<file path="src/rtl/cond_pkg.sv">
// Shared definitions for the conditional-execution unit: ARM condition codes
// and NZCV bit positions within a flag word.
package cond_pkg;

  typedef enum logic [3:0] {
    EQ = 4'b0000, NE = 4'b0001, CS = 4'b0010, CC = 4'b0011,
    MI = 4'b0100, PL = 4'b0101, VS = 4'b0110, VC = 4'b0111,
    HI = 4'b1000, LS = 4'b1001, GE = 4'b1010, LT = 4'b1011,
    GT = 4'b1100, LE = 4'b1101, AL = 4'b1110, NV = 4'b1111
  } cond_t;

  localparam int N_BIT = 3;
  localparam int Z_BIT = 2;
  localparam int C_BIT = 1;
  localparam int V_BIT = 0;

endpackage

</file>
<file path="src/rtl/cond_eval.sv">
// Pure combinational ARM condition-code evaluation against one NZCV word.
module cond_eval
  import cond_pkg::*;
(
  input  logic [3:0] cond,
  input  logic [3:0] flags,
  output logic       cond_ex
);

  logic n, z, c, v;

  assign n = flags[N_BIT];
  assign z = flags[Z_BIT];
  assign c = flags[C_BIT];
  assign v = flags[V_BIT];

  always_comb begin
    cond_ex = 1'b0;
    case (cond_t'(cond))
      EQ: cond_ex = z;
      NE: cond_ex = ~z;
      CS: cond_ex = c;
      CC: cond_ex = ~c;
      MI: cond_ex = n;
      PL: cond_ex = ~n;
      VS: cond_ex = v;
      VC: cond_ex = ~v;
      HI: cond_ex = c & ~z;
      LS: cond_ex = ~c | z;
      GE: cond_ex = (n == v);
      LT: cond_ex = (n != v);
      GT: cond_ex = ~z & (n == v);
      LE: cond_ex = z | (n != v);
      AL: cond_ex = 1'b1;
      NV: cond_ex = 1'b0;
      default: cond_ex = 1'b0;
    endcase
  end

endmodule

</file>
<file path="src/rtl/cond_unit_pipe.sv">
// Execute-stage conditional unit: banked NZCV flags, condition evaluation and
// gating of the decoder's write requests, with optional output registers.
module cond_unit_pipe
  import cond_pkg::*;
#(
  parameter int NUM_BANKS = 2,
  parameter bit REG_OUT   = 1'b1,
  localparam int BANK_W   = (NUM_BANKS > 1) ? $clog2(NUM_BANKS) : 1
) (
  input  logic              clk,
  input  logic              reset,
  input  logic              valid_in,
  input  logic              stall,
  input  logic              flush,
  input  logic [BANK_W-1:0] bank_sel,
  input  logic [3:0]        cond,
  input  logic [3:0]        alu_flags,
  input  logic [1:0]        flag_w,
  input  logic              pcs,
  input  logic              reg_w,
  input  logic              mem_w,
  output logic              pc_src,
  output logic              reg_write,
  output logic              mem_write,
  output logic              cond_ex,
  output logic              valid_out,
  output logic [3:0]        flags_out,
  output logic              carry_out
);

  logic [3:0] banks [NUM_BANKS];
  logic [3:0] sel_flags;
  logic       bank_ok;
  logic       eval_ex;
  logic       issue;
  logic       we_pc, we_reg, we_mem;

  assign bank_ok = (32'(bank_sel) < NUM_BANKS);

  // An out-of-range bank reads as zero; cond_ex is gated separately below.
  always_comb begin
    sel_flags = 4'b0000;
    for (int i = 0; i < NUM_BANKS; i++) begin
      if (bank_sel == BANK_W'(i)) sel_flags = banks[i];
    end
  end

  cond_eval u_eval (
    .cond    (cond),
    .flags   (sel_flags),
    .cond_ex (eval_ex)
  );

  assign cond_ex   = bank_ok & eval_ex;
  assign issue     = valid_in & ~stall & ~flush & bank_ok;
  assign flags_out = sel_flags;
  assign carry_out = sel_flags[C_BIT];

  assign we_pc  = pcs   & cond_ex & issue;
  assign we_reg = reg_w & cond_ex & issue;
  assign we_mem = mem_w & cond_ex & issue;

  // issue already excludes stall, so a stalled instruction writes only once,
  // on the edge where it finally leaves the stage.
  always_ff @(posedge clk or negedge reset) begin
    if (!reset) begin
      for (int i = 0; i < NUM_BANKS; i++) banks[i] <= 4'b0000;
    end else begin
      for (int i = 0; i < NUM_BANKS; i++) begin
        if (issue && cond_ex && (bank_sel == BANK_W'(i))) begin
          if (flag_w[1]) banks[i][3:2] <= alu_flags[3:2];
          if (flag_w[0]) banks[i][1:0] <= alu_flags[1:0];
        end
      end
    end
  end

  generate
    if (REG_OUT) begin : g_reg_out
      always_ff @(posedge clk or negedge reset) begin
        if (!reset) begin
          pc_src    <= 1'b0;
          reg_write <= 1'b0;
          mem_write <= 1'b0;
          valid_out <= 1'b0;
        end else if (flush) begin
          pc_src    <= 1'b0;
          reg_write <= 1'b0;
          mem_write <= 1'b0;
          valid_out <= 1'b0;
        end else if (!stall) begin
          pc_src    <= we_pc;
          reg_write <= we_reg;
          mem_write <= we_mem;
          valid_out <= issue;
        end
      end
    end else begin : g_comb_out
      assign pc_src    = we_pc;
      assign reg_write = we_reg;
      assign mem_write = we_mem;
      assign valid_out = issue;
    end
  endgenerate

endmodule

</file>
<file path="config.mk">
export PLATFORM = sky130hd
export DESIGN_NAME = cond_unit_pipe
export DESIGN_NICKNAME = d
export VERILOG_FILES = /design/src/rtl/cond_pkg.sv /design/src/rtl/cond_eval.sv /design/src/rtl/cond_unit_pipe.sv
export SDC_FILE = /design/constraint.sdc
export NUM_CORES = 1
export LEC_CHECK = 0
export ABC_AREA = 0
export BUFFER_PORTS_ARGS = -buffer_cell sky130_fd_sc_hd__buf_2
export CORE_ASPECT_RATIO = 1.25
export CORE_MARGIN = 1
export CORE_UTILIZATION = 48
export DETAILED_ROUTE_END_ITERATION = 12
export PLACE_DENSITY = 0.77
export REMOVE_ABC_BUFFERS = 1
export SETUP_SLACK_MARGIN = 0.3
export SLEW_MARGIN = 20
export SYNTH_ARGS = -nofsm -noshare
export SYNTH_HDL_FRONTEND = slang
export SYNTH_SLANG_ARGS = --single-unit
</file>
<file path="constraint.sdc">
create_clock -name clk -period 2.7 [get_ports clk]
set_input_delay 0.405 -clock clk [delete_from_list [all_inputs] [get_ports clk]]
set_output_delay 0.405 -clock clk [all_outputs]
set_load 0.03 [all_outputs]
</file>
==> impl_metrics.tcl, run 1 <==
set metrics [dict create \
    status "finished clean" \
    die_y_um 48.4 \
    leakage_nw 0.602 \
    synth-edff-count 0 \
    htreeDepth 1 \
    clkPwrFrac_pct 20.4 \
    p_per_area_nw_per_um2 613 \
    r2r-start "banks[6]" \
    intPower_uw 460 \
    setup_ws_ns 0.306 \
    insertion_delay_ns 0.28 \
    synth_flop_cell "dfrtp_1" \
    gp_congestion 0.759 \
    synthArstFlopShare_pct 100 \
    hold_path_end "valid_out" \
    areaGrowthSynthToFinish_pct 41.3 \
    drive_gt1_share_pct 69.2 \
    utilization_pct 73.9 \
    period_share_pct 88.7 \
    power_uw 716 \
    end_kind "primary output" \
    hold_viol_final 0 \
    synth_warnings 0 \
    sw_frac_of_total_pct 35.7 \
    initial_utilization_pct 52.3 \
    pre_cts_ws_ns -0.0173 \
    ff2ff_path_depth 8 \
    worst_slew_margin_rel_pct 76.8 \
    wl_per_cell_um 16.9 \
    num_rows 16 \
    r2r_slack_ns 0.33 \
    yosys.area.top_type "dfrtp_1" \
    setup_viol 0 \
    pwr-share-comb_pct 46.6 \
    cts_buffers 3 \
    grt_usage_pct 23.2 \
    peakVddDrop_v 0.000550 \
    netlist.area_leader.share_pct 36.3 \
    min_from "flush" \
    switchingPower_uw 256 \
    min_path_cells 2 \
    grt_pass1_wl_um 3080 \
    crit_fanout 3 \
    critPathArrivalTime_ns 1.99 \
    hp-class "in -> reg" \
    fin_crit_ns 2.39 \
    drc 0 \
    design.core.area_sq_um 1580 \
    crit_chain "xnor2_1, mux2i_1, buf_4, a211oi_4, nor4_4, a21oi_2, buf_6" \
    drt-pass1-iter-count 4 \
    crit_required_ns 2.30 \
    clockBufferDepth 2 \
    synth.distinct_cells 33 \
    port_buffers 28 \
    cts_tree "done" \
    io_pins 29 \
    fmaxAchievable_ghz 0.418 \
    final_antenna_net_count 0 \
    netlist_top_cells_count "12 x dfrtp_1, 6 x mux2i_1, 5 x mux2_4" \
    maxCapViolations 0 \
    synthCells 70 \
    fin_nets 127 \
    yosysSeqAreaShare_pct 36.3 \
    slew_violations 0 \
    tightest_slew_ns 0.340 \
    cts_root_buffer "clkbuf_4" \
    cpPeakStageDelay_ns 0.42 \
    cp_slowest_cell "dfrtp_1" \
    crit_type "reg -> out" \
    whs_ns 0.304 \
    clk_pin_slew_ns 0.08 \
    cts.sinks 12 \
    avgSynthCellArea_sq_um 11.8 \
    yosysMostFrequentCell "dfrtp_1" \
    synth.cell_area_sq_um 827 \
    r2r_end "banks[7]" \
    ys_ff_latch 12 \
    vias_per_cell 5.83 \
    yosys-top-cells-area "dfrtp_1 36%, mux2_4 9.1%, mux2i_1 7.3%, mux2_1 5.4%, a22o_2 3.6%" \
    die_area_sq_um 1890 \
    skew_ns 0.00866 \
    vias 729 \
    tns_ns 0 \
    drt_iter0_drc 21 \
    postRouteWirelength_um 2110 \
    die_w_um 39.1 \
    diodes 0 \
    grt_start_max_net_pins 13 \
    overflow 0 \
    seqPwrFrac_pct 33.1 \
    grt_pass1_vias 698 \
    antenna_found_initial 0 \
    rsz0062_at_grt "true" \
    cp-start-kind "flip-flop" \
]
state kept, by name, summed over array words and instances, names as in the netlist:
name       cells
banks          8
mem_write      1
pc_src         1
reg_write      1
valid_out      1
metrics by stage:
step / cell area, sq um / cells
floorplan: 792 / 64
global placement: 985 / 114
detailed placement: 985 / 114
CTS: 1050 / 121
global route: 1170 / 125
finish: 1170 / 125
worst max-delay path by stage:
stage                  start        to  depth (start not counted)
floorplan           bank_sel  banks[0]                          8
detailed placement  bank_sel  banks[3]                          8
global route        banks[0]   cond_ex                          7
finish              banks[0]   cond_ex                          7
CTS                 bank_sel   cond_ex                          7
global placement    bank_sel  banks[3]                          8
layer usage:
| metal | up-vias | share of wire (%) | track usage [%] |
|---|---|---|---|
| li1 | 340 | - | - |
| met1 | 356 | 41 | 29.4 |
| met2 | 24 | 51 | 36.7 |
| met3 | 9 | 3.2 | 4.59 |
| met4 | 0 | 4.3 | 10.9 |
| met5 | - | 0 | 0 |
cell usage in the layout (no fill, tap or decap), types with 2 or more instances in the layout:
master    netlist  final
a22o_2          3      3
mux2_4          5      9
and3_4          2      2
buf_6           1      2
dfrtp_1        12     12
buf_4           1      9
a211oi_4        1      2
buf_2           1     26
nand3b_4        0      2
clkbuf_4        0      4
mux2i_1         6      3
nor2_1          3      2
nor2b_1         2      2
mux2i_2         0      3
or3b_2          2      2
mux2_2          2      2
xnor2_1         2      2
nand2_1         2      2
worst max-delay path: cells and delay by family (launching register included):
kind	cells	cell delay, ns
and+or+nand+nor	1	0.40
AOI/OAI and AO/OA	2	0.17
DFF	1	0.42
buffers and inverters	2	0.34
xor gates and xnor gates	1	0.14
muxes	1	0.23
logic make-up after synthesis:
kind of cell	count (synthesis)	synth area share, %
AOI/OAI and AO/OA	11	13.2
DFF	12	36.3
xor gates and xnor gates	2	2.12
muxes	17	24.5
buffers and inverters	7	4.69
and+or+nand+nor	21	19.2
area by class of cell:
type	count	area, sq um
multi-input combinational	51	568
fill	102	413
sequential	12	300
timing repair buffer	39	238
clock buffer	4	36.3
tap	18	22.5
inverter	1	3.75
repair_timing:
action                                  CTS  global route
pin swaps                                 2             7
endpoints found under the hold margin     7             0
setup buffers                             2             4
hold buffers                              1             0
endpoints found under the setup margin    5             9
gates resized for setup                   1            21
power by group through the flow:
| stage | Clock [mW] | Combinational (mW) | Sequential (mW) |
|---|---|---|---|
| after floorplan | 0 | 0.168 | 0.234 |
| after global placement | 0 | 0.256 | 0.236 |
| after detailed placement | 0 | 0.261 | 0.238 |
| after CTS | 0.147 | 0.269 | 0.235 |
| after global routing | 0.154 | 0.355 | 0.240 |
| final | 0.146 | 0.334 | 0.237 |
Power figures use the tool's default switching activity.
==> run 2: changes to the inputs <==
--- a/config.mk
+++ b/config.mk
@@ -7,11 +7,12 @@
 export LEC_CHECK = 0
 export ABC_AREA = 0
 export BUFFER_PORTS_ARGS = -buffer_cell sky130_fd_sc_hd__buf_2
+export CAP_MARGIN = 20
 export CORE_ASPECT_RATIO = 1.25
 export CORE_MARGIN = 1
 export CORE_UTILIZATION = 48
 export DETAILED_ROUTE_END_ITERATION = 12
-export PLACE_DENSITY = 0.77
+export PLACE_DENSITY = 0.73
 export REMOVE_ABC_BUFFERS = 1
 export SETUP_SLACK_MARGIN = 0.3
 export SLEW_MARGIN = 20
==> run 2 against run 1 <==
  * Clock skew down 0.0042 ns
  * Via count down 6.6%
  * Non-clock buffer count down 5
  * Wire length is 15% lower
  * Worst setup slack got worse by 0.019 ns
  * Count of clock-buffer cells in the layout decreased by 1
  * Critical endpoint unchanged
==> impl_metrics.tcl, run 2 (synthesis results as in run 1) <==
set metrics [dict create \
    port_buffers 28 \
    die_area_sq_um 1890 \
    crit_required_ns 2.30 \
    end_kind "primary output" \
    hold_viol_final 0 \
    status "finished clean" \
    top_layer "met4" \
    overflow 0 \
    hold_buffers 0 \
    die_y_um 48.4 \
    maxCapViolations 0 \
    wl_per_cell_um 15.0 \
    fmaxAchievable_ghz 0.414 \
    rsz0062_at_grt "true" \
    skew_ns 0.00444 \
    drc 0 \
    period_share_pct 89.4 \
    design.core.area_sq_um 1580 \
    insertion_delay_ns 0.27 \
    cts_buffers 3 \
    largest_reg_flops 8 \
    diodes 0 \
    crit_type "reg -> out" \
    utilization_pct 66.3 \
    cts.sinks 12 \
    cts_tree "done" \
    fillers 140 \
    final_antenna_net_count 0 \
    mostFrequentLayoutCells "26 x buf_2, 12 x dfrtp_1, 8 x buf_4, 5 x mux2_4" \
    htreeDepth 1 \
    grt_pass1_vias 678 \
    critPathArrivalTime_ns 2.01 \
    vias 681 \
    num_rows 16 \
    place_hpwl_um 1410 \
    drt_iter0_drc 12 \
    met1_length_um 789 \
    r2r_slack_ns 0.32 \
    tightest_slew_ns 0.341 \
    dr_wl_met3_um 36 \
    worst_slew_margin_rel_pct 77.2 \
    leakage_nw 0.512 \
    final_common_cell "buf_2" \
    die_w_um 39.1 \
    drt-pass1-iter-count 4 \
    fin_nets 122 \
    crit_fanout 3 \
    grt_pass1_wl_um 2950 \
    antenna_found_initial 0 \
    dr_wl_met2_um 960 \
    vias_per_cell 5.72 \
    top_register "banks" \
    slew_violations 0 \
    initial_utilization_pct 52.3 \
    cp-start-kind "flip-flop" \
    tns_ns 0 \
    fin_crit_ns 2.41 \
    grt_start_max_net_pins 13 \
    setup_viol 0 \
    grt_usage_pct 21.4 \
    postRouteWirelength_um 1790 \
    gp_congestion 0.787 \
    drive_gt1_share_pct 59.4 \
    hp-class "in -> async" \
    peakVddDrop_v 0.000343 \
    clk_pin_slew_ns 0.07 \
    areaGrowthSynthToFinish_pct 26.8 \
    clockBufferDepth 2 \
    io_pins 29 \
    cts_root_buffer "clkbuf_4" \
    p_per_area_nw_per_um2 595 \
]
[run 2: cell types whose count changed in the layout (fill, tap and decap cells not counted), moves of 2 or more]
cell      before  now
nand3b_2       0    2
buf_6          2    0
nand3b_4       2    0
mux2_4         9    5
mux2_1         0    4
[run 2: path summary, 6_finish.rpt]
| path | startpoint | end | cells past startpoint |
|---|---|---|---|
| max | banks[5] | cond_ex | 6 |
| min | reset | banks[7] | 1 |
| max reg2reg | banks[2] | banks[0] | 7 |
| min reg2reg | banks[6] | banks[6] | 1 |
| max in group asynchronous | reset | reg_write | 1 |
| min in group clk | flush | valid_out | 2 |
[run 2: layout make-up]
type	count	area, sq um	area share, %
clock buffer	3	22.5	2.15
timing repair buffer	34	190	18.1
multi-input combinational	51	509	48.6
tap	18	22.5	2.15
inverter	1	3.75	0.358
sequential	12	300	28.6
[run 2: stage by stage]
step / power, mW / hold WS [ns] / setup WS [ns] / area [sq um] / cells
after floorplan: 0.402 / 0.109 / 0.232 / 792 / 64
after global placement: 0.487 / 0.294 / 0.0511 / 985 / 114
after detailed placement: 0.495 / 0.296 / 0.0243 / 985 / 114
after CTS: 0.613 / 0.00769 / 0.305 / 1030 / 117
after global routing: 0.655 / 0.0211 / 0.216 / 1050 / 119
final: 0.624 / 0.000954 / 0.287 / 1050 / 119
[run 2: power by group]
| group | switching (mW) | internal, mW |
|---|---|---|
| Sequential | 0.0246 | 0.210 |
| Combinational | 0.146 | 0.135 |
| Clock | 0.0570 | 0.0515 |
| Total | 0.228 | 0.397 |
[run 2: per-layer routing]
metal / up-vias / GRT usage, %
li1: 325 / -
met1: 342 / 28.3
met2: 12 / 34.2
met3: 2 / 1.83
met4: 0 / 9.77
met5: - / 0
[run 2: repair_timing]
item                                    CTS  global route
pin swaps                                 4             1
endpoints found under the setup margin    5             9
resized for setup                         5             2
setup buffers                             0             2
[run 2: critical path, stage by stage (launching register included)]
cell and delay (ns):
dfrtp_1 0.37, mux2i_2 0.11, a32o_1 0.28, a211o_1 0.33
nor4_4 0.38, a21oi_2 0.10, buf_4 0.18
